`src/rtl/sram_like_bridge_pkg.sv`:
```
// Shared definitions for the sram-like bridge: bus widths, FSM encodings,
// transfer-size codes, the latched request payload and the strobe->size map.
package sram_like_bridge_pkg;

    localparam int unsigned ADDR_W = 32;
    localparam int unsigned DATA_W = 32;
    localparam int unsigned STRB_W = 4;
    localparam int unsigned SIZE_W = 2;

    // FSM encodings kept as plain constants for legacy tooling
    localparam logic [0:0] ST_IDLE = 1'b0;
    localparam logic [0:0] ST_REQ  = 1'b1;

    localparam logic [SIZE_W-1:0] SIZE_BYTE = 2'd0;
    localparam logic [SIZE_W-1:0] SIZE_HALF = 2'd1;
    localparam logic [SIZE_W-1:0] SIZE_WORD = 2'd2;

    // Request fields held on the bus from accept until addr_ok
    typedef struct packed {
        logic [STRB_W-1:0] wstrb;
        logic [ADDR_W-1:0] addr;
        logic [DATA_W-1:0] wdata;
    } bus_req_t;

    // Full word or read -> word; aligned pairs -> half; single lane -> byte
    function automatic logic [SIZE_W-1:0] wstrb_to_size(input logic [STRB_W-1:0] wstrb);
        case (wstrb)
            4'b0011, 4'b1100:                   return SIZE_HALF;
            4'b0001, 4'b0010, 4'b0100, 4'b1000: return SIZE_BYTE;
            default:                            return SIZE_WORD;
        endcase
    endfunction

endpackage

```
`src/rtl/sram_like_bridge_if.sv`:
```
// Core-port + sram-like bus signal bundle for one bridge instance.
//   master : the bridge (accepts core requests, drives the bus request side)
//   slave  : the environment (core pipeline and memory system)
interface sram_like_bridge_if;
    import sram_like_bridge_pkg::*;

    // core request / response side
    logic              req_valid;
    logic              req_allowin;
    logic [STRB_W-1:0] req_we;
    logic [ADDR_W-1:0] req_addr;
    logic [DATA_W-1:0] req_wdata;
    logic              resp_valid;
    logic              resp_allowin;
    logic [DATA_W-1:0] resp_rdata;
    logic              cancel;

    // sram-like bus side
    logic              bus_req;
    logic              bus_wr;
    logic [SIZE_W-1:0] bus_size;
    logic [STRB_W-1:0] bus_wstrb;
    logic [ADDR_W-1:0] bus_addr;
    logic [DATA_W-1:0] bus_wdata;
    logic              bus_addr_ok;
    logic              bus_data_ok;
    logic [DATA_W-1:0] bus_rdata;

    modport master (
        input  req_valid, req_we, req_addr, req_wdata, resp_allowin, cancel,
               bus_addr_ok, bus_data_ok, bus_rdata,
        output req_allowin, resp_valid, resp_rdata,
               bus_req, bus_wr, bus_size, bus_wstrb, bus_addr, bus_wdata
    );

    modport slave (
        output req_valid, req_we, req_addr, req_wdata, resp_allowin, cancel,
               bus_addr_ok, bus_data_ok, bus_rdata,
        input  req_allowin, resp_valid, resp_rdata,
               bus_req, bus_wr, bus_size, bus_wstrb, bus_addr, bus_wdata
    );

endinterface

```
`src/rtl/sram_like_bridge_resp_fifo.sv`:
```
// In-order response buffer, first-word fall-through.
//   clk, rst       : clock, async active-high reset
//   i_push/i_wdata : write one entry
//   i_pop          : drop the head entry
//   i_flush        : empty the buffer (wins over push/pop)
//   o_rdata        : head entry
//   o_empty/o_full : occupancy flags
//   o_count        : number of stored entries
module sram_like_bridge_resp_fifo #(
    parameter  int unsigned DEPTH = 2,
    parameter  int unsigned WIDTH = 32,
    localparam int unsigned CNT_W = $clog2(DEPTH + 1),
    localparam int unsigned PTR_W = (DEPTH > 1) ? $clog2(DEPTH) : 1
) (
    input  logic             clk,
    input  logic             rst,
    input  logic             i_push,
    input  logic             i_pop,
    input  logic             i_flush,
    input  logic [WIDTH-1:0] i_wdata,
    output logic [WIDTH-1:0] o_rdata,
    output logic             o_empty,
    output logic             o_full,
    output logic [CNT_W-1:0] o_count
);

    logic [WIDTH-1:0] r_mem [DEPTH];
    logic [PTR_W-1:0] r_wr_ptr;
    logic [PTR_W-1:0] r_rd_ptr;
    logic [CNT_W-1:0] r_count;

    // Pointers wrap modulo DEPTH, which need not be a power of two
    function automatic logic [PTR_W-1:0] ptr_inc(input logic [PTR_W-1:0] ptr);
        return (ptr == PTR_W'(DEPTH - 1)) ? '0 : ptr + PTR_W'(1);
    endfunction

    // Storage carries no reset; validity is tracked by r_count
    always_ff @(posedge clk) begin
        if (i_push && !i_flush) begin
            r_mem[r_wr_ptr] <= i_wdata;
        end
    end

    // Pointer and occupancy tracking
    always_ff @(posedge clk or posedge rst) begin
        if (rst) begin
            r_wr_ptr <= '0;
            r_rd_ptr <= '0;
            r_count  <= '0;
        end else if (i_flush) begin
            r_wr_ptr <= '0;
            r_rd_ptr <= '0;
            r_count  <= '0;
        end else begin
            if (i_push) begin
                r_wr_ptr <= ptr_inc(r_wr_ptr);
            end
            if (i_pop) begin
                r_rd_ptr <= ptr_inc(r_rd_ptr);
            end
            if (i_push && !i_pop) begin
                r_count <= r_count + CNT_W'(1);
            end else if (i_pop && !i_push) begin
                r_count <= r_count - CNT_W'(1);
            end
        end
    end

    assign o_rdata = r_mem[r_rd_ptr];
    assign o_empty = (r_count == '0);
    assign o_full  = (r_count == CNT_W'(DEPTH));
    assign o_count = r_count;

endmodule

```
`src/rtl/sram_like_bridge.sv`:
```
// Core memory port -> sram-like bus bridge with in-order response buffering
// and branch-cancel support. One instance per core port.
//   clk  : clock, rising edge
//   rst  : asynchronous reset, active-high
//   bif  : core request/response and sram-like bus signals (master view)
module sram_like_bridge
    import sram_like_bridge_pkg::*;
#(
    parameter int unsigned DEPTH = 2
) (
    input  logic               clk,
    input  logic               rst,
    sram_like_bridge_if.master bif
);

    localparam int unsigned CNT_W = $clog2(DEPTH + 1);

    logic [0:0]        r_state;
    logic [0:0]        w_state_nxt;
    bus_req_t          r_req;
    logic              r_bus_wr;
    logic [SIZE_W-1:0] r_bus_size;
    logic [CNT_W-1:0]  r_inflight;
    logic [CNT_W-1:0]  r_discard;
    logic [CNT_W-1:0]  w_inflight_nxt;
    logic [CNT_W-1:0]  w_discard_nxt;

    logic              w_allowin;
    logic              w_accept;
    logic              w_addr_ok;
    logic              w_req_pending;
    logic [CNT_W:0]    w_occupancy;
    logic [CNT_W:0]    w_cancel_discard;
    logic              w_push;
    logic              w_pop;
    logic [DATA_W-1:0] w_fifo_rdata;
    logic              w_fifo_empty;
    logic              w_fifo_full;
    logic [CNT_W-1:0]  w_fifo_count;

    // Every issued-but-undelivered request reserves a buffer slot
    assign w_occupancy = (CNT_W+1)'(r_inflight) + (CNT_W+1)'(w_fifo_count);
    assign w_allowin   = (r_state == ST_IDLE) && !bif.cancel
                         && (w_occupancy < (CNT_W+1)'(DEPTH));
    assign w_accept    = bif.req_valid && w_allowin;
    assign w_addr_ok   = bif.bus_addr_ok && (r_state == ST_REQ);

    // A request counts toward a cancel while on the bus or completing now
    assign w_req_pending = (r_state == ST_REQ) || w_addr_ok;

    assign w_push = bif.bus_data_ok && !bif.cancel && (r_discard == '0);
    assign w_pop  = !w_fifo_empty && bif.resp_allowin && !bif.cancel;

    // FSM state register
    always_ff @(posedge clk or posedge rst) begin
        if (rst) begin
            r_state <= ST_IDLE;
        end else begin
            r_state <= w_state_nxt;
        end
    end

    // FSM next state
    always_comb begin
        w_state_nxt = r_state;
        case (r_state)
            ST_IDLE: if (w_accept)  w_state_nxt = ST_REQ;
            ST_REQ:  if (w_addr_ok) w_state_nxt = ST_IDLE;
            default: w_state_nxt = ST_IDLE;
        endcase
    end

    // Request latch; fields stay put on the bus until addr_ok
    always_ff @(posedge clk or posedge rst) begin
        if (rst) begin
            r_req      <= '0;
            r_bus_wr   <= 1'b0;
            r_bus_size <= '0;
        end else if (w_accept) begin
            r_req.addr  <= bif.req_addr;
            r_req.wdata <= bif.req_wdata;
            r_req.wstrb <= bif.req_we;
            r_bus_wr    <= |bif.req_we;
            r_bus_size  <= wstrb_to_size(bif.req_we);
        end
    end

    // Outstanding and to-be-dropped response counters
    always_comb begin
        w_inflight_nxt = r_inflight + CNT_W'(w_addr_ok) - CNT_W'(bif.bus_data_ok);

        // Already-discarded responses are still inside r_inflight, so a cancel
        // sets the count absolutely rather than adding; repeated cancels
        // cannot double count.
        w_cancel_discard = (CNT_W+1)'(r_inflight) + (CNT_W+1)'(w_req_pending)
                         - (CNT_W+1)'(bif.bus_data_ok);

        w_discard_nxt = r_discard;
        if (bif.cancel) begin
            w_discard_nxt = CNT_W'(w_cancel_discard);
        end else if (bif.bus_data_ok && (r_discard != '0)) begin
            w_discard_nxt = r_discard - CNT_W'(1);
        end
    end

    always_ff @(posedge clk or posedge rst) begin
        if (rst) begin
            r_inflight <= '0;
            r_discard  <= '0;
        end else begin
            r_inflight <= w_inflight_nxt;
            r_discard  <= w_discard_nxt;
        end
    end

    sram_like_bridge_resp_fifo #(
        .DEPTH (DEPTH),
        .WIDTH (DATA_W)
    ) u_resp_fifo (
        .clk     (clk),
        .rst     (rst),
        .i_push  (w_push),
        .i_pop   (w_pop),
        .i_flush (bif.cancel),
        .i_wdata (bif.bus_rdata),
        .o_rdata (w_fifo_rdata),
        .o_empty (w_fifo_empty),
        .o_full  (w_fifo_full),
        .o_count (w_fifo_count)
    );

    // Slot reservation at accept time makes a push into a full buffer impossible
    a_no_overflow: assert property (@(posedge clk) disable iff (rst) !(w_push && w_fifo_full))
        else $error("response buffer overflow");

    assign bif.req_allowin = w_allowin;
    assign bif.resp_valid  = !w_fifo_empty;
    assign bif.resp_rdata  = w_fifo_rdata;
    assign bif.bus_req     = (r_state == ST_REQ);
    assign bif.bus_wr      = r_bus_wr;
    assign bif.bus_size    = r_bus_size;
    assign bif.bus_wstrb   = r_req.wstrb;
    assign bif.bus_addr    = r_req.addr;
    assign bif.bus_wdata   = r_req.wdata;

endmodule

```
`src/flat_wrapper.sv`:
```
// flat-port wrapper written by rule: the top's interface ports become plain ports
module sram_like_bridge_flat import sram_like_bridge_pkg::*;
#(
    parameter int unsigned DEPTH = 2
)
  (clk, rst, bif_req_valid, bif_req_we, bif_req_addr, bif_req_wdata, bif_resp_allowin, bif_cancel, bif_bus_addr_ok, bif_bus_data_ok, bif_bus_rdata, bif_req_allowin, bif_resp_valid, bif_resp_rdata, bif_bus_req, bif_bus_wr, bif_bus_size, bif_bus_wstrb, bif_bus_addr, bif_bus_wdata);
  sram_like_bridge_if bif_i ();
  input  logic clk;
  input  logic rst;
  input wire logic [$bits(bif_i.req_valid)-1:0] bif_req_valid;
  input wire logic [$bits(bif_i.req_we)-1:0] bif_req_we;
  input wire logic [$bits(bif_i.req_addr)-1:0] bif_req_addr;
  input wire logic [$bits(bif_i.req_wdata)-1:0] bif_req_wdata;
  input wire logic [$bits(bif_i.resp_allowin)-1:0] bif_resp_allowin;
  input wire logic [$bits(bif_i.cancel)-1:0] bif_cancel;
  input wire logic [$bits(bif_i.bus_addr_ok)-1:0] bif_bus_addr_ok;
  input wire logic [$bits(bif_i.bus_data_ok)-1:0] bif_bus_data_ok;
  input wire logic [$bits(bif_i.bus_rdata)-1:0] bif_bus_rdata;
  output wire logic [$bits(bif_i.req_allowin)-1:0] bif_req_allowin;
  output wire logic [$bits(bif_i.resp_valid)-1:0] bif_resp_valid;
  output wire logic [$bits(bif_i.resp_rdata)-1:0] bif_resp_rdata;
  output wire logic [$bits(bif_i.bus_req)-1:0] bif_bus_req;
  output wire logic [$bits(bif_i.bus_wr)-1:0] bif_bus_wr;
  output wire logic [$bits(bif_i.bus_size)-1:0] bif_bus_size;
  output wire logic [$bits(bif_i.bus_wstrb)-1:0] bif_bus_wstrb;
  output wire logic [$bits(bif_i.bus_addr)-1:0] bif_bus_addr;
  output wire logic [$bits(bif_i.bus_wdata)-1:0] bif_bus_wdata;
  assign bif_i.req_valid = bif_req_valid;
  assign bif_i.req_we = bif_req_we;
  assign bif_i.req_addr = bif_req_addr;
  assign bif_i.req_wdata = bif_req_wdata;
  assign bif_i.resp_allowin = bif_resp_allowin;
  assign bif_i.cancel = bif_cancel;
  assign bif_i.bus_addr_ok = bif_bus_addr_ok;
  assign bif_i.bus_data_ok = bif_bus_data_ok;
  assign bif_i.bus_rdata = bif_bus_rdata;
  assign bif_req_allowin = bif_i.req_allowin;
  assign bif_resp_valid = bif_i.resp_valid;
  assign bif_resp_rdata = bif_i.resp_rdata;
  assign bif_bus_req = bif_i.bus_req;
  assign bif_bus_wr = bif_i.bus_wr;
  assign bif_bus_size = bif_i.bus_size;
  assign bif_bus_wstrb = bif_i.bus_wstrb;
  assign bif_bus_addr = bif_i.bus_addr;
  assign bif_bus_wdata = bif_i.bus_wdata;
  sram_like_bridge #(.DEPTH(DEPTH)) u_core (.clk(clk), .rst(rst), .bif(bif_i));
endmodule
```
`config.mk`:
```
export PLATFORM = sky130hd
export DESIGN_NAME = sram_like_bridge_flat
export DESIGN_NICKNAME = d
export VERILOG_FILES = /design/src/rtl/sram_like_bridge_pkg.sv /design/src/rtl/sram_like_bridge_if.sv /design/src/rtl/sram_like_bridge_resp_fifo.sv /design/src/rtl/sram_like_bridge.sv /design/src/flat_wrapper.sv
export SDC_FILE = /design/constraint.sdc
export NUM_CORES = 1
export LEC_CHECK = 0
export ABC_CLOCK_PERIOD_IN_PS = 7550
export CORE_AREA = 4 4 116 118
export DETAILED_ROUTE_END_ITERATION = 16
export DIE_AREA = 0 0 120 122
export GPL_TIMING_DRIVEN = 1
export PLACE_DENSITY_LB_ADDON = 0.15
export SLEW_MARGIN = 20
export SYNTH_ARGS = -nofsm -noshare
export SYNTH_HDL_FRONTEND = slang
export SYNTH_HIERARCHICAL = 1
export SYNTH_SLANG_ARGS = --single-unit
```
`constraint.sdc`:
```
create_clock -name clk -period 7.55 [get_ports clk]
set_input_delay 0.755 -clock clk [delete_from_list [all_inputs] [get_ports clk]]
set_output_delay 0.755 -clock clk [all_outputs]
set_load 0.05 [all_outputs]
```
==> impl_results.md <==
* WP data required at 6.80 ns
* Row Count at 41
* Placed instance area at 8230 µm²
* CTS clk-pin slew, worst paths at 0.06 ns
* I/O Pins at 213
* Starting Density at 0.479
* Worst Skew at 0.00974 ns
* # Post-CTS Setup Buffers at 0
* Yosys Warn Count at 6
* Port bufs at 212
* Post-Syn Area at 5980 µm²
* Commonest non-fill, non-tap cell in the layout: clkdlybuf4s50_1
* Arrival time of the worst setup path at 2.87 ns
* N_diodes at 0
* Ordered cell list for the critical path: clkdlybuf4s50_1 -> nor4_4 -> clkdlybuf4s50_1
* Clock group share of total power at 0.204
* Clock tree buffer depth at 2
* Clk sink count at 144
* Die X-Extent at 120 µm
* Post-DP HPWL at 8.92 mm
* Sequential Power Share at 0.316
* CP Class: in -> out
* # DRC at 0
* Internal at 0.00226 W
* Clock Latency Late Sink at 0.42 ns
* DRT Wirelength at 12.8 mm
* Vias per cell at 4.70
* CTS tree: yes
* Pwr Density at 431 nW/µm²
* Fin nets at 650
* Layout cells sized above 1 at 0.255
* Hold WC Path Type: reg -> reg
* Crit path top cell by count: clkdlybuf4s50_1
* Max_cap viols at 0
* Slew Viols, Final at 0
* WL per Instance at 17.7 µm
* Largest net degree at the start of global routing at 77
* TNS Setup at 0 ns
* Syn_nets at 426
* Mean area per synthesized cell at 19.1 µm²
* H-tree Lvls at 4
* Status: finished, final reports clean
* Gpl congestion at 0.719
* Vias in the first global route at 3824
* Pre-antenna DRT Iters at 4
* Die H at 122 µm
* Min Tclk post-route at 3.62 ns
* Slew margin rel. at 0.310
* CTS root buffer: clkbuf_16
* Least-Margin Pin Slew at 1.04 ns
* Initial antenna violation count at 0
* Startpoint Class: primary input
* Antenna-violating nets left at 0
* Grt ovf at 0
* CTS resizes at 0
* WP buf/inv at 2
* First-pass GRT wire length at 20.0 mm
* Number of instances in the synthesized netlist at 313
* Die area at 14600 µm²
* Total track usage at 0.179
* Final non-filler cell area at 8770 µm²
* Hold-fix buffers, CTS at 0
* Layout area overhead at 46.8%
* Max Clock Freq at 276 MHz
* Leakage at 3.70 nW
* VDD IR-drop max at 0.312 mV
* Slowest cell delay on critical path at 0.88 ns
* Worst path slowest cell: clkdlybuf4s50_1
* Hold Slack at 0.513 ns
* Final Hold Vio Count at 0
* RSZ-0062 raised after global routing: false
* Final Util at 0.704
* Type of element capturing the critical path: output port
* CP delay by family, top: buffers and inverters
* Switching Power at 0.00152 W
* Critical Path Fanout Max at 12
* Sw Ratio at 0.402
* Final setup fails at 0
* Fin crit share at 0.480
* Via count at 3391
* CTS Buf Count at 17
* Starting DRC count in detailed routing at 179
* Combinational share of power at 0.481
* Most frequent cells in the layout: clkdlybuf4s50_1, mux2_4, dfrtp_1
* Area of the core at 12500 µm²
power by group through the flow:
stage | combinational (W) | sequential [W] | clock [W]
after detailed placement | 0.00184 | 0.00119 | 0
after CTS | 0.00184 | 0.00120 | 0.000784
after global routing | 0.00189 | 0.00122 | 0.000822
final | 0.00182 | 0.00119 | 0.000770
after floorplan | 0.000578 | 0.00186 | 0
after global placement | 0.00181 | 0.00120 | 0
per-layer routing:
layer | global-route usage | wire length [µm] | vias up
li1 | - | - | 1584
met1 | 0.216 | 5220 | 1635
met2 | 0.277 | 5970 | 152
met3 | 0.0836 | 1340 | 20
met4 | 0.0802 | 262 | 0
met5 | 0 | 0 | -
worst register-to-register path, stage by stage, from the launching register on:
cell	delay, ns
dfrtp_1	0.43
and2_1	0.17
fa_1	0.53
nor4_4	0.08
nand2_4	0.52
buf_4	0.70
mux2_2	0.43
metrics by stage:
| step | setup slack (ns) | total power, W | instances |
|---|---|---|---|
| floorplan | 3.60 | 0.00244 | 313 |
| global placement | 3.92 | 0.00301 | 690 |
| detailed placement | 3.89 | 0.00303 | 690 |
| CTS | 3.88 | 0.00382 | 722 |
| global route | 3.83 | 0.00394 | 722 |
| finish | 3.93 | 0.00378 | 722 |
state kept, by name, indices dropped and copies added, names as in the netlist:
signal                       flops
u_core/r_inflight                2
u_core/u_resp_fifo/r_wr_ptr      1
u_core/bif.bus_wr                1
u_core/u_resp_fifo/r_mem        64
u_core/bif.bus_addr             32
u_core/bif.bus_wdata            32
u_core/r_discard                 2
u_core/bif.bus_wstrb             4
u_core/u_resp_fifo/o_count       2
u_core/bif.bus_size              2
u_core/bif.bus_req               1
u_core/u_resp_fifo/r_rd_ptr      1
path summary, 6_finish.rpt:
path                       depth (start not counted)                           from                       endpoint  slack, ns
min reg2reg                                        1       u_core/bif.bus_wdata[21]       u_core/bif.bus_wdata[21]       0.51
max reg2reg                                        6  u_core/u_resp_fifo/o_count[0]         u_core/bif.bus_addr[7]       4.58
min                                                1       u_core/bif.bus_wdata[21]       u_core/bif.bus_wdata[21]       0.51
max                                                3                     bif_cancel                bif_req_allowin       3.93
max in group asynchronous                          3                            rst        u_core/bif.bus_addr[10]       5.94
min in group asynchronous                          2                            rst  u_core/u_resp_fifo/o_count[1]       0.59
layout make-up:
cell class                 instances  area, µm²
multi-input combinational        149       1900
inverter                           9       33.8
tap                              172        215
fill                             846       3690
clock inverter                    14        116
sequential                       144       3930
clock buffer                      18        429
timing repair buffer             216       2150
Power figures use the tool's default switching activity.
